File: config.mk
export PLATFORM = sky130hd
export DESIGN_NAME = snn_input_loader
export DESIGN_NICKNAME = d
export VERILOG_FILES = /design/src/rtl/snn_input_loader.sv
export SDC_FILE = /design/constraint.sdc
export NUM_CORES = 1
export LEC_CHECK = 0
export BUFFER_PORTS_ARGS = -buffer_cell sky130_fd_sc_hd__clkbuf_2
export CAP_MARGIN = 25
export CORE_MARGIN = 5
export CORE_UTILIZATION = 55
export CTS_CLUSTER_SIZE = 12
export DETAILED_ROUTE_END_ITERATION = 10
export MAX_ROUTING_LAYER = met4
export PLACE_DENSITY = 0.71
export SETUP_SLACK_MARGIN = 0.05
export SLEW_MARGIN = 20
export SYNTH_ARGS = -nofsm -noshare
export SYNTH_HDL_FRONTEND = slang
export SYNTH_SLANG_ARGS = --single-unit
File: constraint.sdc
create_clock -name clk -period 10.77 [get_ports clk]
set_clock_uncertainty 0.1 [all_clocks]
set_input_delay 0.5385 -clock clk [delete_from_list [all_inputs] [get_ports clk]]
set_output_delay 0.5385 -clock clk [all_outputs]
set_load 0.01 [all_outputs]
File: src/rtl/snn_input_loader.sv
// snn_input_loader: takes a 28x28 binary image as 98 UART bytes and unpacks them
// one pixel per cycle into a 1-bit input-unit RAM. It pulses start when the image
// is complete and serves snn_core's reads until core_done, then waits for the next image.
//
//  state     | meaning
//  ----------+--------------------------------------------------------------
//  LOAD      | idle, waiting for the next byte from the UART receiver
//  UNPACK    | writing the 8 pixels of the captured byte, one per cycle
//  START     | image complete; start is high for this single cycle
//  WAIT_CORE | RAM is stable for snn_core; waiting for core_done
module snn_input_loader #(
    parameter int NUM_BYTES = 98,
    parameter int ADDR_W    = 10
) (
    input  logic              clk,
    input  logic              rst,
    input  logic              rx_rdy,
    input  logic [7:0]        rx_data,
    input  logic [ADDR_W-1:0] addr_input_unit,
    output logic              q_input,
    output logic              start,
    input  logic              core_done,
    output logic              busy,
    output logic              overrun
);

    localparam int BYTE_W = $clog2(NUM_BYTES);
    localparam logic [BYTE_W-1:0] LAST_BYTE = BYTE_W'(NUM_BYTES - 1);

    typedef enum logic [1:0] {
        LOAD      = 2'd0,
        UNPACK    = 2'd1,
        START     = 2'd2,
        WAIT_CORE = 2'd3
    } state_t;

    state_t            state;
    state_t            state_next;
    logic [BYTE_W-1:0] byte_cnt;
    logic [2:0]        bit_cnt;
    logic [7:0]        shift_reg;
    logic              wr_en;
    logic [ADDR_W-1:0] wr_addr;
    logic              mem [0:(2**ADDR_W)-1];

    // Pixel index is byte_cnt*8 + bit_cnt, i.e. a plain concatenation.
    assign wr_addr = ADDR_W'({byte_cnt, bit_cnt});

    // State register.
    always_ff @(posedge clk) begin
        if (rst) begin
            state <= LOAD;
        end else begin
            state <= state_next;
        end
    end

    // Next-state logic and state-decoded outputs.
    always_comb begin
        state_next = state;
        start      = 1'b0;
        busy       = 1'b1;
        wr_en      = 1'b0;
        case (state)
            LOAD: begin
                busy = 1'b0;
                if (rx_rdy) begin
                    state_next = UNPACK;
                end
            end
            UNPACK: begin
                wr_en = 1'b1;
                if (bit_cnt == 3'd7) begin
                    state_next = (byte_cnt == LAST_BYTE) ? START : LOAD;
                end
            end
            START: begin
                start      = 1'b1;
                state_next = WAIT_CORE;
            end
            WAIT_CORE: begin
                if (core_done) begin
                    state_next = LOAD;
                end
            end
            default: begin
                state_next = LOAD;
            end
        endcase
    end

    // Byte capture, pixel/byte counters and the sticky overrun flag.
    always_ff @(posedge clk) begin
        if (rst) begin
            byte_cnt  <= '0;
            bit_cnt   <= '0;
            shift_reg <= '0;
            overrun   <= 1'b0;
        end else begin
            if (rx_rdy && (state != LOAD)) begin
                overrun <= 1'b1;
            end
            case (state)
                LOAD: begin
                    if (rx_rdy) begin
                        shift_reg <= rx_data;
                        bit_cnt   <= '0;
                    end
                end
                UNPACK: begin
                    bit_cnt <= bit_cnt + 3'd1;
                    if (bit_cnt == 3'd7) begin
                        byte_cnt <= (byte_cnt == LAST_BYTE) ? '0 : byte_cnt + 1'b1;
                    end
                end
                default: begin
                end
            endcase
        end
    end

    // RAM write port; contents are not reset since every image rewrites all pixels.
    always_ff @(posedge clk) begin
        if (wr_en) begin
            mem[wr_addr] <= shift_reg[bit_cnt];
        end
    end

    // Registered read port; a same-address write in this cycle returns the old bit.
    always_ff @(posedge clk) begin
        if (rst) begin
            q_input <= 1'b0;
        end else begin
            q_input <= mem[addr_input_unit];
        end
    end

endmodule
==> results.md <==
- For the worst setup path, the data required time is 11.19 ns.
- The worst register-to-register path ends at mem[268]$_DFFE_PP_.
- The flip-flop and latch count after synthesis is 1046.
- The normalized max-slew margin is 0.194.
- The kind of start point of the critical path is an input port.
- The peak supply drop is 0.117 mV.
- The power density over the cells is 165 nW/um^2.
- The via count of the first global-routing pass came to 28100.
- The post-synthesis area per instance is 13.7 um^2.
- The worst-path maximum fanout is 130.
- The hold buffer count at cts is 4.
- The register with the most flip-flops in the layout has 1024 of them.
- The cell sitting at the root of the clock tree is a sky130_fd_sc_hd__clkbuf_16.
- Summing every instance area after synthesis gives 45800 um^2.
- STA classifies the critical path endpoint as a flip-flop.
- The share of async-settable or async-resettable flops after synthesis is 0.
- The sequential area share after synthesis is 0.681.
- The number of hold violations in the final report is 0.
- The cell leakage power is 15.5 nW.
- Data arrives at the worst endpoint at 4.79 ns.
- The slack of the worst reg-to-reg path is 7.11 ns.
- The path with the worst hold slack has its endpoint at shift_reg[7]$_SDFFE_PP0P_.
- The maximum clock insertion buffer count is 3.
- The library cells used most frequently in the layout, excluding fill and tap cells, are 1060 x sky130_fd_sc_hd__nor2_1, 1024 x sky130_fd_sc_hd__edfxtp_1, 254 x sky130_fd_sc_hd__mux2i_1, 108 x sky130_fd_sc_hd__clkbuf_16, 105 x sky130_fd_sc_hd__o221ai_1.
- Counting flops with a built-in enable in the synthesized netlist gives 1024.
- The summed negative setup slack over all endpoints is 0 ns.
- The critical path is of the in2reg type.
- The portion of the clock cycle consumed by the worst path in the final layout is 0.406.
- The first global-routing pass estimated 179 mm of wire.
- The startpoint identified for the worst register-to-register timing path is bit_cnt[2]$_SDFFE_PP0P_.
- The worst path in the final design needs a cycle of 4.37 ns, including I/O delays and setup.
- The number of antenna violations at the first check in global routing is 4.
- The number of slew-limit violations in the final report is 0.
- The final antenna-violating net count is 0.
- The buffer count from post-CTS setup fixing is 0.
- Setup violations remaining at the end of the flow were counted as 0.
- In this run the count of I/O pins placed on the die edge is 26.
- Summed over all layers, the global routing overflow is 0.
- The clock insertion delay at the later pin of the skew report is 0.66 ns.
- The minimum hold slack is 0.0173 ns.
- The net count of the mapped netlist is 3385.
- Dividing the detail-routed wire length by the instance count gives 27.9 um.
- The post-detailed-route DRC marker count is 0.
- Setup repair after global routing left no endpoint under its margin.
- The placeable core region is 82400 um^2.
- The count of cells along the worst register-to-register path is 4.
- The maximum operating frequency is 0.229 GHz.
- CTS saw 1046 sinks.
- The number of core rows is 105.
- The combined flip-flop and latch cell area is 31200 um^2.
- The final route contains 28600 vias.
- The post-layout utilization of the core is 0.605.
- The cell type of the slowest stage on the worst timing path is sky130_fd_sc_hd__buf_4.
- The final wirelength is 122 mm.
- Traced cell by cell, the critical path runs through buf_8 -> buf_12 -> buf_4 -> mux4_2 -> a2111oi_0 -> nor3_1 -> nand3_1 -> nor4b_2 -> nor4_1 -> a221oi_2.
- Synthesis produced a netlist whose cell count is 3354.
- For this run, the number of Yosys warnings is 0.
- The library cell used most frequently in the layout, excluding fill and tap cells, is sky130_fd_sc_hd__nor2_1.
- At the pin with the least slew margin, the transition time is 1.21 ns.
- For this run, the total global-route usage over all layers was measured as 0.277.
- Detailed placement ended at an HPWL of 65.5 mm.
- The final layout net count is 3279.
- Once the clock tree was built, the resizer swapped 0 gates to a different size.
- The run finished with clean final reports.
- In this run, the number of DRC markers left after iteration 0 of detailed routing was 3632.
- The proportion of layout cells with a drive suffix above 1 is 0.118.
- The worst hold path begins at rx_data[7].
- The floorplan step defined a die boundary enclosing 89200 um^2.
- The H-tree was split into 3 levels.
- The number of buffers created by CTS is 104.
- The type of the most critical hold path is in2reg.
- The vertical die dimension is 299 um.
- The clock input transition at the sequential cells of the worst setup and hold paths is 0.06 ns.
- The area occupied by multi-input gates is 13200 um^2.
- The filler cell count in the final layout is 6107.
- For this run, the slowest stage of the critical path takes 0.76 ns.
- The number of vias per cell is 6.52.
- Yosys mapped the design onto 55 distinct sky130hd cell types.
- The hold-critical path depth is 3.
- Input and output buffers added on the ports amount to 25.
- The starting density of the core is 0.556.
- The flip-flop cell with the highest count after synthesis is sky130_fd_sc_hd__edfxtp_1.
- The number of detailed-routing iterations run before antenna repair is 5.
- The tool flagged a number of max-cap violations equal to 0.
- The relative area change from synthesis to final layout is 8.76%.
- Entering global routing, the biggest net connects 317 pins.
- The global placement routability congestion is 0.842.
- The die is 299 um wide.
- TritonCTS built the clock tree.
synthesized netlist by cell type, types with 4 or more instances:
library cell	instances	area, um^2
sky130_fd_sc_hd__nand2b_1	4	25.0
sky130_fd_sc_hd__and2_1	6	37.5
sky130_fd_sc_hd__buf_12	4	80.1
sky130_fd_sc_hd__nor3_1	44	220
sky130_fd_sc_hd__dfxtp_1	22	440
sky130_fd_sc_hd__edfxtp_1	1024	30700
sky130_fd_sc_hd__clkbuf_1	218	818
sky130_fd_sc_hd__o221ai_1	105	920
sky130_fd_sc_hd__nor2_1	1060	3980
sky130_fd_sc_hd__o21ai_0	41	205
sky130_fd_sc_hd__buf_1	37	139
sky130_fd_sc_hd__nand4_1	5	31.3
sky130_fd_sc_hd__buf_6	27	304
sky130_fd_sc_hd__nand2_1	86	323
sky130_fd_sc_hd__inv_1	8	30.0
sky130_fd_sc_hd__a2111oi_0	6	52.6
sky130_fd_sc_hd__ha_1	9	113
sky130_fd_sc_hd__mux2i_1	254	2540
sky130_fd_sc_hd__and3b_1	4	35.0
sky130_fd_sc_hd__nand3_1	35	175
sky130_fd_sc_hd__a211oi_1	6	45.0
sky130_fd_sc_hd__mux4_1	33	867
sky130_fd_sc_hd__a21oi_1	61	305
sky130_fd_sc_hd__nor2b_1	9	56.3
sky130_fd_sc_hd__o22ai_1	56	350
sky130_fd_sc_hd__mux4_2	99	2230
sky130_fd_sc_hd__nor3b_1	6	45.0
sky130_fd_sc_hd__nor4_1	8	50.1
sky130_fd_sc_hd__buf_2	25	125
sky130_fd_sc_hd__buf_8	10	150
final cells by class:
type                    count  area share
multi-input cells        1976       0.264
clock buffers             139      0.0570
flip-flops and latches   1046       0.626
clock inverters            28     0.00367
well taps                1070      0.0269
diodes                      8    0.000402
inverters                   8    0.000603
repair buffers            112      0.0215
report_power, final:
part / switching, mW / internal (mW)
clock network: 1.46 / 1.87
logic: 0.275 / 0.126
registers: 0.00300 / 4.50
worst max-delay path by stage:
stage                       startpoint            endpoint  slack (ns)
6_report            addr_input_unit[0]  q_input$_SDFF_PP0_        6.40
5_1_grt             addr_input_unit[0]  q_input$_SDFF_PP0_        6.27
4_1_cts        bit_cnt[2]$_SDFFE_PP0P_  mem[287]$_DFFE_PP_        6.10
3_5_place_dp        addr_input_unit[0]  q_input$_SDFF_PP0_        5.86
3_3_place_gp        addr_input_unit[1]  q_input$_SDFF_PP0_        5.92
2_1_floorplan  bit_cnt[2]$_SDFFE_PP0P_    mem[0]$_DFFE_PP_        1.20
layer usage:
layer,routed length [um],vias up,global-route usage
li1,-,12100,-
met1,44500,14400,0.368
met2,58500,1760,0.436
met3,14700,288,0.0500
met4,4710,0,0.102
met5,0,-,-
per-stage QoR:
stage / instances / power, mW / setup WS, ns / area, um^2
final: 4387 / 8.23 / 6.40 / 49800
after global routing: 4382 / 8.45 / 6.27 / 49800
after CTS: 4357 / 8.25 / 6.10 / 49400
after detailed placement: 4186 / 4.98 / 5.86 / 46300
after global placement: 4185 / 4.96 / 5.92 / 46300
after floorplan: 3354 / 4.90 / 1.20 / 45800
critical path: cells and delay by family:
family | cells | cell delay (ns)
buf+inv | 3 | 1.84
simple gates | 4 | 0.74
compound gates | 2 | 0.67
mux | 1 | 0.59
logic make-up after synthesis:
kind of cell	count (synthesis)	synth area share
multiplexers	388	0.124
XOR/XNOR	6	0.00115
AND/OR/NAND/NOR	1279	0.111
adder cells (fa/ha/maj)	9	0.00246
flip-flops	1046	0.681
AO/OA/AOI/OAI	294	0.0450
buffers and inverters	332	0.0364
(Power assumes the default switching activity.)
